**src/rtl/cpu_pkg.sv**
```systemverilog
// Shared encodings for the multi-cycle controller: FSM state codes,
// opcodes (IR[15:12]), ALU operation codes, PC source selects and
// the instruction class produced by the opcode decoder.
package cpu_pkg;

    typedef enum logic [2:0] {
        ST_FETCH  = 3'd0,
        ST_DECODE = 3'd1,
        ST_EXEC   = 3'd2,
        ST_MULDIV = 3'd3,
        ST_MEM    = 3'd4,
        ST_WB     = 3'd5
    } state_e;

    localparam logic [3:0] OP_NOP  = 4'b0000;
    localparam logic [3:0] OP_ADD  = 4'b0001;
    localparam logic [3:0] OP_ADDI = 4'b0010;
    localparam logic [3:0] OP_MUL  = 4'b0011;
    localparam logic [3:0] OP_AND  = 4'b0100;
    localparam logic [3:0] OP_OR   = 4'b0101;
    localparam logic [3:0] OP_DIV  = 4'b0110;
    localparam logic [3:0] OP_JEQ  = 4'b0111;
    localparam logic [3:0] OP_CMP  = 4'b1000;
    localparam logic [3:0] OP_MOV  = 4'b1001;
    localparam logic [3:0] OP_J    = 4'b1010;
    localparam logic [3:0] OP_JR   = 4'b1011;
    localparam logic [3:0] OP_LW   = 4'b1100;
    localparam logic [3:0] OP_SW   = 4'b1101;
    localparam logic [3:0] OP_LI   = 4'b1110;
    localparam logic [3:0] OP_SUB  = 4'b1111;

    localparam logic [2:0] ALU_ADD   = 3'b000;
    localparam logic [2:0] ALU_MUL   = 3'b001;
    localparam logic [2:0] ALU_AND   = 3'b010;
    localparam logic [2:0] ALU_OR    = 3'b011;
    localparam logic [2:0] ALU_DIV   = 3'b100;
    localparam logic [2:0] ALU_SUB   = 3'b110;
    localparam logic [2:0] ALU_OTHER = 3'b111;

    localparam logic [1:0] PC_INC = 2'b00;
    localparam logic [1:0] PC_JMP = 2'b01;
    localparam logic [1:0] PC_REG = 2'b10;
    localparam logic [1:0] PC_JEQ = 2'b11;

    typedef enum logic [2:0] {
        CLS_NOP,
        CLS_ALU,
        CLS_MULDIV,
        CLS_JMP,
        CLS_JR,
        CLS_JEQ,
        CLS_LW,
        CLS_SW
    } op_class_e;

endpackage

```
**src/rtl/multicycle_ctrl_if.sv**
```systemverilog
// Controller <-> datapath/memory signal bundle.
//   master : controller side (drives control outputs, reads opcode/zero/mem_ack)
//   slave  : datapath/memory side
interface multicycle_ctrl_if;
    logic [3:0] opcode;
    logic       zero;
    logic       mem_ack;
    logic       mem_rd;
    logic       mem_wr;
    logic       iord;
    logic       ir_wr;
    logic       pc_wr;
    logic [1:0] pc_src;
    logic [2:0] alu_op;
    logic       alu_src;
    logic       reg_dst;
    logic       reg_wr;
    logic       mem_to_reg;
    logic       mov;
    logic       li;
    logic       cmp;
    logic       busy;
    logic [2:0] state;

    modport master (
        input  opcode, zero, mem_ack,
        output mem_rd, mem_wr, iord, ir_wr, pc_wr, pc_src, alu_op, alu_src,
               reg_dst, reg_wr, mem_to_reg, mov, li, cmp, busy, state
    );

    modport slave (
        output opcode, zero, mem_ack,
        input  mem_rd, mem_wr, iord, ir_wr, pc_wr, pc_src, alu_op, alu_src,
               reg_dst, reg_wr, mem_to_reg, mov, li, cmp, busy, state
    );
endinterface

```
**src/rtl/mc_decode.sv**
```systemverilog
// Combinational opcode decoder.
//   i_opcode     : IR[15:12]
//   o_alu_op     : ALU operation for EXEC
//   o_alu_src    : 1 = immediate operand (ADDI, LW, SW)
//   o_reg_dst, o_mov, o_li, o_cmp, o_mem_to_reg : write-back selects
//   o_cls        : instruction class used by the FSM for sequencing
module mc_decode
    import cpu_pkg::*;
(
    input  logic [3:0] i_opcode,
    output logic [2:0] o_alu_op,
    output logic       o_alu_src,
    output logic       o_reg_dst,
    output logic       o_mov,
    output logic       o_li,
    output logic       o_cmp,
    output logic       o_mem_to_reg,
    output op_class_e  o_cls
);
    always_comb begin
        o_alu_op     = ALU_OTHER;
        o_alu_src    = 1'b0;
        o_reg_dst    = 1'b0;
        o_mov        = 1'b0;
        o_li         = 1'b0;
        o_cmp        = 1'b0;
        o_mem_to_reg = 1'b0;
        o_cls        = CLS_ALU;
        case (i_opcode)
            OP_NOP:  o_cls = CLS_NOP;
            OP_ADD:  begin o_alu_op = ALU_ADD; o_reg_dst = 1'b1; end
            OP_ADDI: begin o_alu_op = ALU_ADD; o_alu_src = 1'b1; end
            OP_MUL:  begin o_alu_op = ALU_MUL; o_cls = CLS_MULDIV; end
            OP_AND:  o_alu_op = ALU_AND;
            OP_OR:   o_alu_op = ALU_OR;
            OP_DIV:  begin o_alu_op = ALU_DIV; o_cls = CLS_MULDIV; end
            OP_JEQ:  o_cls = CLS_JEQ;
            OP_CMP:  o_cmp = 1'b1;
            OP_MOV:  o_mov = 1'b1;
            OP_J:    o_cls = CLS_JMP;
            OP_JR:   o_cls = CLS_JR;
            OP_LW:   begin
                o_alu_op = ALU_ADD; o_alu_src = 1'b1; o_mem_to_reg = 1'b1; o_cls = CLS_LW;
            end
            OP_SW:   begin o_alu_op = ALU_ADD; o_alu_src = 1'b1; o_cls = CLS_SW; end
            OP_LI:   o_li = 1'b1;
            OP_SUB:  begin o_alu_op = ALU_SUB; o_cmp = 1'b1; end
            default: ;
        endcase
    end
endmodule

```
**src/rtl/multicycle_ctrl.sv**
```systemverilog
// Multi-cycle CPU control FSM.
//   clk  : clock, rising edge
//   rst  : asynchronous active-high reset; forces FETCH and all outputs low
//   bus  : multicycle_ctrl_if.master (opcode/zero/mem_ack in, controls out)
// Build option: MULDIV_ITER_EN adds the MULDIV state, holding alu_op for
// MULDIV_CYCLES cycles via a 5-bit down-counter loaded in EXEC.
//
// state  | meaning
// FETCH  | read instruction at PC; load IR and PC+2 on ack
// DECODE | one idle cycle for register read
// EXEC   | ALU operation, jumps resolved here
// MULDIV | iterative MUL/DIV extension (MULDIV_ITER_EN only)
// MEM    | LW/SW data access at ALU address
// WB     | register write-back, one cycle
module multicycle_ctrl
    import cpu_pkg::*;
#(
    parameter int MULDIV_CYCLES = 16
) (
    input  logic              clk,
    input  logic              rst,
    multicycle_ctrl_if.master bus
);
    if (MULDIV_CYCLES < 2 || MULDIV_CYCLES > 31) begin : g_bad_cfg
        $error("MULDIV_CYCLES must be within 2..31");
    end

    state_e     r_state, w_next;
    logic [2:0] w_dec_alu_op;
    logic       w_dec_alu_src, w_dec_reg_dst, w_dec_mov, w_dec_li, w_dec_cmp, w_dec_mem_to_reg;
    op_class_e  w_dec_cls;

    logic       w_mem_rd, w_mem_wr, w_iord, w_ir_wr, w_pc_wr, w_alu_src;
    logic       w_reg_dst, w_reg_wr, w_mem_to_reg, w_mov, w_li, w_cmp;
    logic [1:0] w_pc_src;
    logic [2:0] w_alu_op;

    mc_decode u_dec (
        .i_opcode     (bus.opcode),
        .o_alu_op     (w_dec_alu_op),
        .o_alu_src    (w_dec_alu_src),
        .o_reg_dst    (w_dec_reg_dst),
        .o_mov        (w_dec_mov),
        .o_li         (w_dec_li),
        .o_cmp        (w_dec_cmp),
        .o_mem_to_reg (w_dec_mem_to_reg),
        .o_cls        (w_dec_cls)
    );

    always_ff @(posedge clk or posedge rst) begin
        if (rst) r_state <= ST_FETCH;
        else     r_state <= w_next;
    end

`ifdef MULDIV_ITER_EN
    logic [4:0] r_md_cnt;

    // Loaded every EXEC; only consumed when EXEC branches to MULDIV.
    always_ff @(posedge clk or posedge rst) begin
        if (rst)                                      r_md_cnt <= '0;
        else if (r_state == ST_EXEC)                  r_md_cnt <= 5'(MULDIV_CYCLES - 1);
        else if (r_state == ST_MULDIV && r_md_cnt != 5'd0) r_md_cnt <= r_md_cnt - 5'd1;
    end
`endif

    always_comb begin
        w_next       = r_state;
        w_mem_rd     = 1'b0;
        w_mem_wr     = 1'b0;
        w_iord       = 1'b0;
        w_ir_wr      = 1'b0;
        w_pc_wr      = 1'b0;
        w_pc_src     = PC_INC;
        w_alu_op     = 3'b000;
        w_alu_src    = 1'b0;
        w_reg_dst    = 1'b0;
        w_reg_wr     = 1'b0;
        w_mem_to_reg = 1'b0;
        w_mov        = 1'b0;
        w_li         = 1'b0;
        w_cmp        = 1'b0;
        case (r_state)
            ST_FETCH: begin
                w_mem_rd = 1'b1;
                if (bus.mem_ack) begin
                    w_ir_wr = 1'b1;
                    w_pc_wr = 1'b1;
                    w_next  = ST_DECODE;
                end
            end
            ST_DECODE: w_next = ST_EXEC;
            ST_EXEC: begin
                w_alu_op  = w_dec_alu_op;
                w_alu_src = w_dec_alu_src;
                case (w_dec_cls)
                    CLS_NOP: w_next = ST_FETCH;
                    CLS_JMP: begin w_pc_wr = 1'b1; w_pc_src = PC_JMP; w_next = ST_FETCH; end
                    CLS_JR:  begin w_pc_wr = 1'b1; w_pc_src = PC_REG; w_next = ST_FETCH; end
                    CLS_JEQ: begin w_pc_wr = bus.zero; w_pc_src = PC_JEQ; w_next = ST_FETCH; end
                    CLS_LW, CLS_SW: w_next = ST_MEM;
`ifdef MULDIV_ITER_EN
                    CLS_MULDIV: w_next = ST_MULDIV;
`endif
                    default: w_next = ST_WB;
                endcase
            end
`ifdef MULDIV_ITER_EN
            ST_MULDIV: begin
                w_alu_op = w_dec_alu_op;
                if (r_md_cnt == 5'd0) w_next = ST_WB;
            end
`endif
            ST_MEM: begin
                w_iord = 1'b1;
                if (w_dec_cls == CLS_LW) begin
                    w_mem_rd = 1'b1;
                    if (bus.mem_ack) w_next = ST_WB;
                end else if (w_dec_cls == CLS_SW) begin
                    w_mem_wr = 1'b1;
                    if (bus.mem_ack) w_next = ST_FETCH;
                end else begin
                    // IR changed under us; nothing to wait for.
                    w_next = ST_FETCH;
                end
            end
            ST_WB: begin
                w_reg_wr     = 1'b1;
                w_reg_dst    = w_dec_reg_dst;
                w_mem_to_reg = w_dec_mem_to_reg;
                w_mov        = w_dec_mov;
                w_li         = w_dec_li;
                w_cmp        = w_dec_cmp;
                w_next       = ST_FETCH;
            end
            default: w_next = ST_FETCH;
        endcase
        // FETCH would otherwise request memory while reset is held.
        if (rst) begin
            w_mem_rd = 1'b0; w_mem_wr = 1'b0; w_iord = 1'b0; w_ir_wr = 1'b0;
            w_pc_wr = 1'b0; w_pc_src = PC_INC; w_alu_op = 3'b000; w_alu_src = 1'b0;
            w_reg_dst = 1'b0; w_reg_wr = 1'b0; w_mem_to_reg = 1'b0;
            w_mov = 1'b0; w_li = 1'b0; w_cmp = 1'b0;
        end
    end

    assign bus.mem_rd     = w_mem_rd;
    assign bus.mem_wr     = w_mem_wr;
    assign bus.iord       = w_iord;
    assign bus.ir_wr      = w_ir_wr;
    assign bus.pc_wr      = w_pc_wr;
    assign bus.pc_src     = w_pc_src;
    assign bus.alu_op     = w_alu_op;
    assign bus.alu_src    = w_alu_src;
    assign bus.reg_dst    = w_reg_dst;
    assign bus.reg_wr     = w_reg_wr;
    assign bus.mem_to_reg = w_mem_to_reg;
    assign bus.mov        = w_mov;
    assign bus.li         = w_li;
    assign bus.cmp        = w_cmp;
    assign bus.busy       = (r_state != ST_FETCH) && !rst;
    assign bus.state      = r_state;
endmodule

```
**src/flat_wrapper.sv**
```systemverilog
// flat-port wrapper written by rule: the top's interface ports become plain ports
module multicycle_ctrl_flat import cpu_pkg::*;
#(
    parameter int MULDIV_CYCLES = 16
)
  (clk, rst, bus_opcode, bus_zero, bus_mem_ack, bus_mem_rd, bus_mem_wr, bus_iord, bus_ir_wr, bus_pc_wr, bus_pc_src, bus_alu_op, bus_alu_src, bus_reg_dst, bus_reg_wr, bus_mem_to_reg, bus_mov, bus_li, bus_cmp, bus_busy, bus_state);
  multicycle_ctrl_if bus_i ();
  input  logic clk;
  input  logic rst;
  input wire logic [$bits(bus_i.opcode)-1:0] bus_opcode;
  input wire logic [$bits(bus_i.zero)-1:0] bus_zero;
  input wire logic [$bits(bus_i.mem_ack)-1:0] bus_mem_ack;
  output wire logic [$bits(bus_i.mem_rd)-1:0] bus_mem_rd;
  output wire logic [$bits(bus_i.mem_wr)-1:0] bus_mem_wr;
  output wire logic [$bits(bus_i.iord)-1:0] bus_iord;
  output wire logic [$bits(bus_i.ir_wr)-1:0] bus_ir_wr;
  output wire logic [$bits(bus_i.pc_wr)-1:0] bus_pc_wr;
  output wire logic [$bits(bus_i.pc_src)-1:0] bus_pc_src;
  output wire logic [$bits(bus_i.alu_op)-1:0] bus_alu_op;
  output wire logic [$bits(bus_i.alu_src)-1:0] bus_alu_src;
  output wire logic [$bits(bus_i.reg_dst)-1:0] bus_reg_dst;
  output wire logic [$bits(bus_i.reg_wr)-1:0] bus_reg_wr;
  output wire logic [$bits(bus_i.mem_to_reg)-1:0] bus_mem_to_reg;
  output wire logic [$bits(bus_i.mov)-1:0] bus_mov;
  output wire logic [$bits(bus_i.li)-1:0] bus_li;
  output wire logic [$bits(bus_i.cmp)-1:0] bus_cmp;
  output wire logic [$bits(bus_i.busy)-1:0] bus_busy;
  output wire logic [$bits(bus_i.state)-1:0] bus_state;
  assign bus_i.opcode = bus_opcode;
  assign bus_i.zero = bus_zero;
  assign bus_i.mem_ack = bus_mem_ack;
  assign bus_mem_rd = bus_i.mem_rd;
  assign bus_mem_wr = bus_i.mem_wr;
  assign bus_iord = bus_i.iord;
  assign bus_ir_wr = bus_i.ir_wr;
  assign bus_pc_wr = bus_i.pc_wr;
  assign bus_pc_src = bus_i.pc_src;
  assign bus_alu_op = bus_i.alu_op;
  assign bus_alu_src = bus_i.alu_src;
  assign bus_reg_dst = bus_i.reg_dst;
  assign bus_reg_wr = bus_i.reg_wr;
  assign bus_mem_to_reg = bus_i.mem_to_reg;
  assign bus_mov = bus_i.mov;
  assign bus_li = bus_i.li;
  assign bus_cmp = bus_i.cmp;
  assign bus_busy = bus_i.busy;
  assign bus_state = bus_i.state;
  multicycle_ctrl #(.MULDIV_CYCLES(MULDIV_CYCLES)) u_core (.clk(clk), .rst(rst), .bus(bus_i));
endmodule
```
**config.mk**
```make
export PLATFORM = sky130hd
export DESIGN_NAME = multicycle_ctrl_flat
export DESIGN_NICKNAME = d
export VERILOG_FILES = /design/src/rtl/cpu_pkg.sv /design/src/rtl/multicycle_ctrl_if.sv /design/src/rtl/mc_decode.sv /design/src/rtl/multicycle_ctrl.sv /design/src/flat_wrapper.sv
export SDC_FILE = /design/constraint.sdc
export NUM_CORES = 1
export LEC_CHECK = 0
export CAP_MARGIN = 40
export CORE_MARGIN = 3
export CORE_UTILIZATION = 36
export CTS_CLUSTER_DIAMETER = 40
export DETAILED_ROUTE_END_ITERATION = 7
export GPL_TIMING_DRIVEN = 1
export PLACE_DENSITY = 0.75
export SKIP_CTS_REPAIR_TIMING = 1
export SYNTH_ARGS = -nofsm -noshare
export SYNTH_HDL_FRONTEND = slang
export SYNTH_HIERARCHICAL = 1
export SYNTH_SLANG_ARGS = --single-unit
```
**constraint.sdc**
```tcl
create_clock -name clk -period 1.65 [get_ports clk]
set_clock_uncertainty 0.2 [all_clocks]
set_input_delay 0.2475 -clock clk [delete_from_list [all_inputs] [get_ports clk]]
set_output_delay 0.2475 -clock clk [all_outputs]
set_load 0.01 [all_outputs]
```
==> results.md <==
- Status: finished, violations left
- Failing checks: negative setup slack
- Die Wd: 47.1 um
- Pins Over Slew Limit: 0
- Worst-path cell chain: or3b_4 -> nor2_4 -> buf_6 -> buf_4 -> a21o_2 -> buf_6
- Data required time at the worst endpoint: 1.20 ns
- Worst path max stage delay: 0.43 ns
- Post-synth cell types: 38
- Post-Synth Adder-Cell Area: 0
- Cts bufs inserted: 3
- Sequential fraction of the synthesis area: 0.124
- I/O Buffers: 28
- Worst Max-Slew Pin Slew: 0.294 ns
- Share of layout cells above drive strength 1: 0.609
- Crit path arrival time: 1.63 ns
- Die area: 0.00221 sq mm
- Via count: 896
- Design area: 0.00130 sq mm
- Largest register FFs: 3
- Synth top area share: 0.124
- GR Util met1: 0.232
- Top delay family on crit path: simple AND/OR/NAND/NOR gates
- Number of synthesized flops with an enable pin: 0
- Largest family of logic cells by synthesized area: simple AND/OR/NAND/NOR gates
- Rel. slew slack: 0.804
- Core ar.: 0.00154 sq mm
- Leak: 0.693 nW
- Synthesized instance count: 82
- Overall power: 1.07 mW
- CP endpoint kind: output port
- Syn_nets: 90
- Fmax achieved: 481 MHz
- Residual DRC: 0
- Top post-synthesis cells by area: and2_1, dfrtp_1, buf_6
- Initial antenna violation count: 0
- ANT cells: 0
- Vias in the first global route: 758
- CTS H-tree depth: 1
- Vias per cell: 5.37
- Core Rows: 14
- Layout net count: 160
- Pwr Density: 822 mW/mm^2
- Setup Crit Path Kind: register to output port
- Die H: 47.1 um
- First-pass GRT wire length: 3080 um
- Count leader, synth: and2_1
- ANT nets after route: 0
- Bufs on Longest Clock Path: 2
- Placed inst area: 0.00113 sq mm
- Critical-path top delay cell: or3b_4
- Top FF cell, synth: dfrtp_1
- Initial DRC Count: 26
- Synth top cells by count: and2_1, nor3_1
- Overall routing resource usage: 0.192
- WP buf/inv: 3
- CTS Root Cell: clkbuf_4
- Warning count from the yosys run: 6
- Worst skew pair latency: 0.24 ns
- Num Clock Sinks: 3
- Met3 Use GR: 0.0307
- Hpwl dp: 1570 um
- Setup TNS: -5.32 ns
- Largest area contributor in the netlist: and2_1
- # setup viols final: 20
- DRT Pass-1 Iters: 4
- Hold Path Class: register to register
- Tmin final: 2.08 ns
- RSZ-0062 raised after global routing: yes
- Per-cell routed wire length: 15.5 um
- Worst Setup Start Kind: register
- Avg Inst Size Synth: 7.40 sq um
- Clk slew on worst S/H paths: 0.04 ns
- Final Hold Viols: 0
- Placer congestion estimate: 0.851
- Fill cells: 89
- Drt total wl: 2590 um
- Area grow syn2layout: 115%
- GR peak layer: met2
- Post-Syn Area: 607 sq um
- Synth Area in Simple Gates: 0.485
- I/O pins: 29
- Largest net degree at the start of global routing: 11
- Met2 usage: 0.331
- Initial Util: 0.394
- Final setup margin: -0.427 ns
- Most common cell on crit path: buf_6
- Grt ovf: 0
- Register bit total from synthesis: 3
- Ratio of final minimum period to clock period: 1.26
- Peak supply drop: 0.512 mV
- Asr flop ratio synth: 1.00
- Max cap viols: 0
- Complex-gate fraction of the synthesized area: 0.206
- TritonCTS clock tree: done
- Post-synthesis mux area share: 0
- Crit path max fanout: 4
- Xor/xnor share of the synthesized area: 0.0577
==> where the power goes <==
part	switching (mW)	internal (mW)
clock network	0.0408	0.0908
logic	0.354	0.456
registers	0.0279	0.103
==> per-stage QoR <==
step / setup slack, ns / hold WS [ns] / util / std cells
4_1_cts: -1.17 / 0.305 / 0.752 / 150
6_report: -0.427 / 0.348 / 0.846 / 167
3_5_place_dp: -1.17 / 0.397 / 0.735 / 146
2_1_floorplan: -0.0806 / -0.199 / - / 82
5_1_grt: -0.473 / 0.378 / 0.846 / 167
3_3_place_gp: -1.14 / 0.390 / 0.735 / 146
==> placed cells by master (no fill, tap or decap), drive strengths merged, types with 5 or more instances in the layout <==
cell type and n:
and2 12, nor3 5, clkbuf 13, buf 56, nor2 5
==> final timing paths <==
path / start / to / slack (ns) / cells after the start
hold / removal: u_core/bus.state[2] / u_core/bus.state[1] / 0.35 / 2
hold reg to reg: u_core/bus.state[2] / u_core/bus.state[1] / 0.35 / 2
setup / recovery: u_core/bus.state[1] / bus_pc_wr / -0.43 / 6
max in group asynchronous: rst / u_core/bus.state[1] / 0.56 / 4
setup reg to reg: u_core/bus.state[1] / u_core/bus.state[2] / 0.21 / 3
min in group asynchronous: rst / u_core/bus.state[0] / 0.54 / 4
==> cell families (layout without fill, tap and decap cells) <==
family	count (synthesis)	count (layout)
buf+inv	11	80
simple gates	46	46
flops	3	3
compound gates	18	18
xor+xnor	4	4
==> tightest hold or removal path: cells and delay by family (launching register included) <==
| kind | cells | cell delay (ns) |
|---|---|---|
| buf+inv | 1 | 0.12 |
| simple gates | 1 | 0.05 |
| flops | 1 | 0.35 |
==> routing by layer <==
layer,share of wire,up-vias
met3,0.067,6
met2,0.52,46
met4,0.028,0
li1,-,428
met1,0.39,416
met5,0,-
==> cell type report <==
class	instances	area (sq um)	area share
repair buffers	72	594	0.456
multi-input cells	68	572	0.439
flip-flops and latches	3	76.3	0.0585
clock buffers	4	26.3	0.0202
well taps	16	20.0	0.0154
inverters	4	15.0	0.0115
No activity file was read; power rests on OpenSTA's default activity.
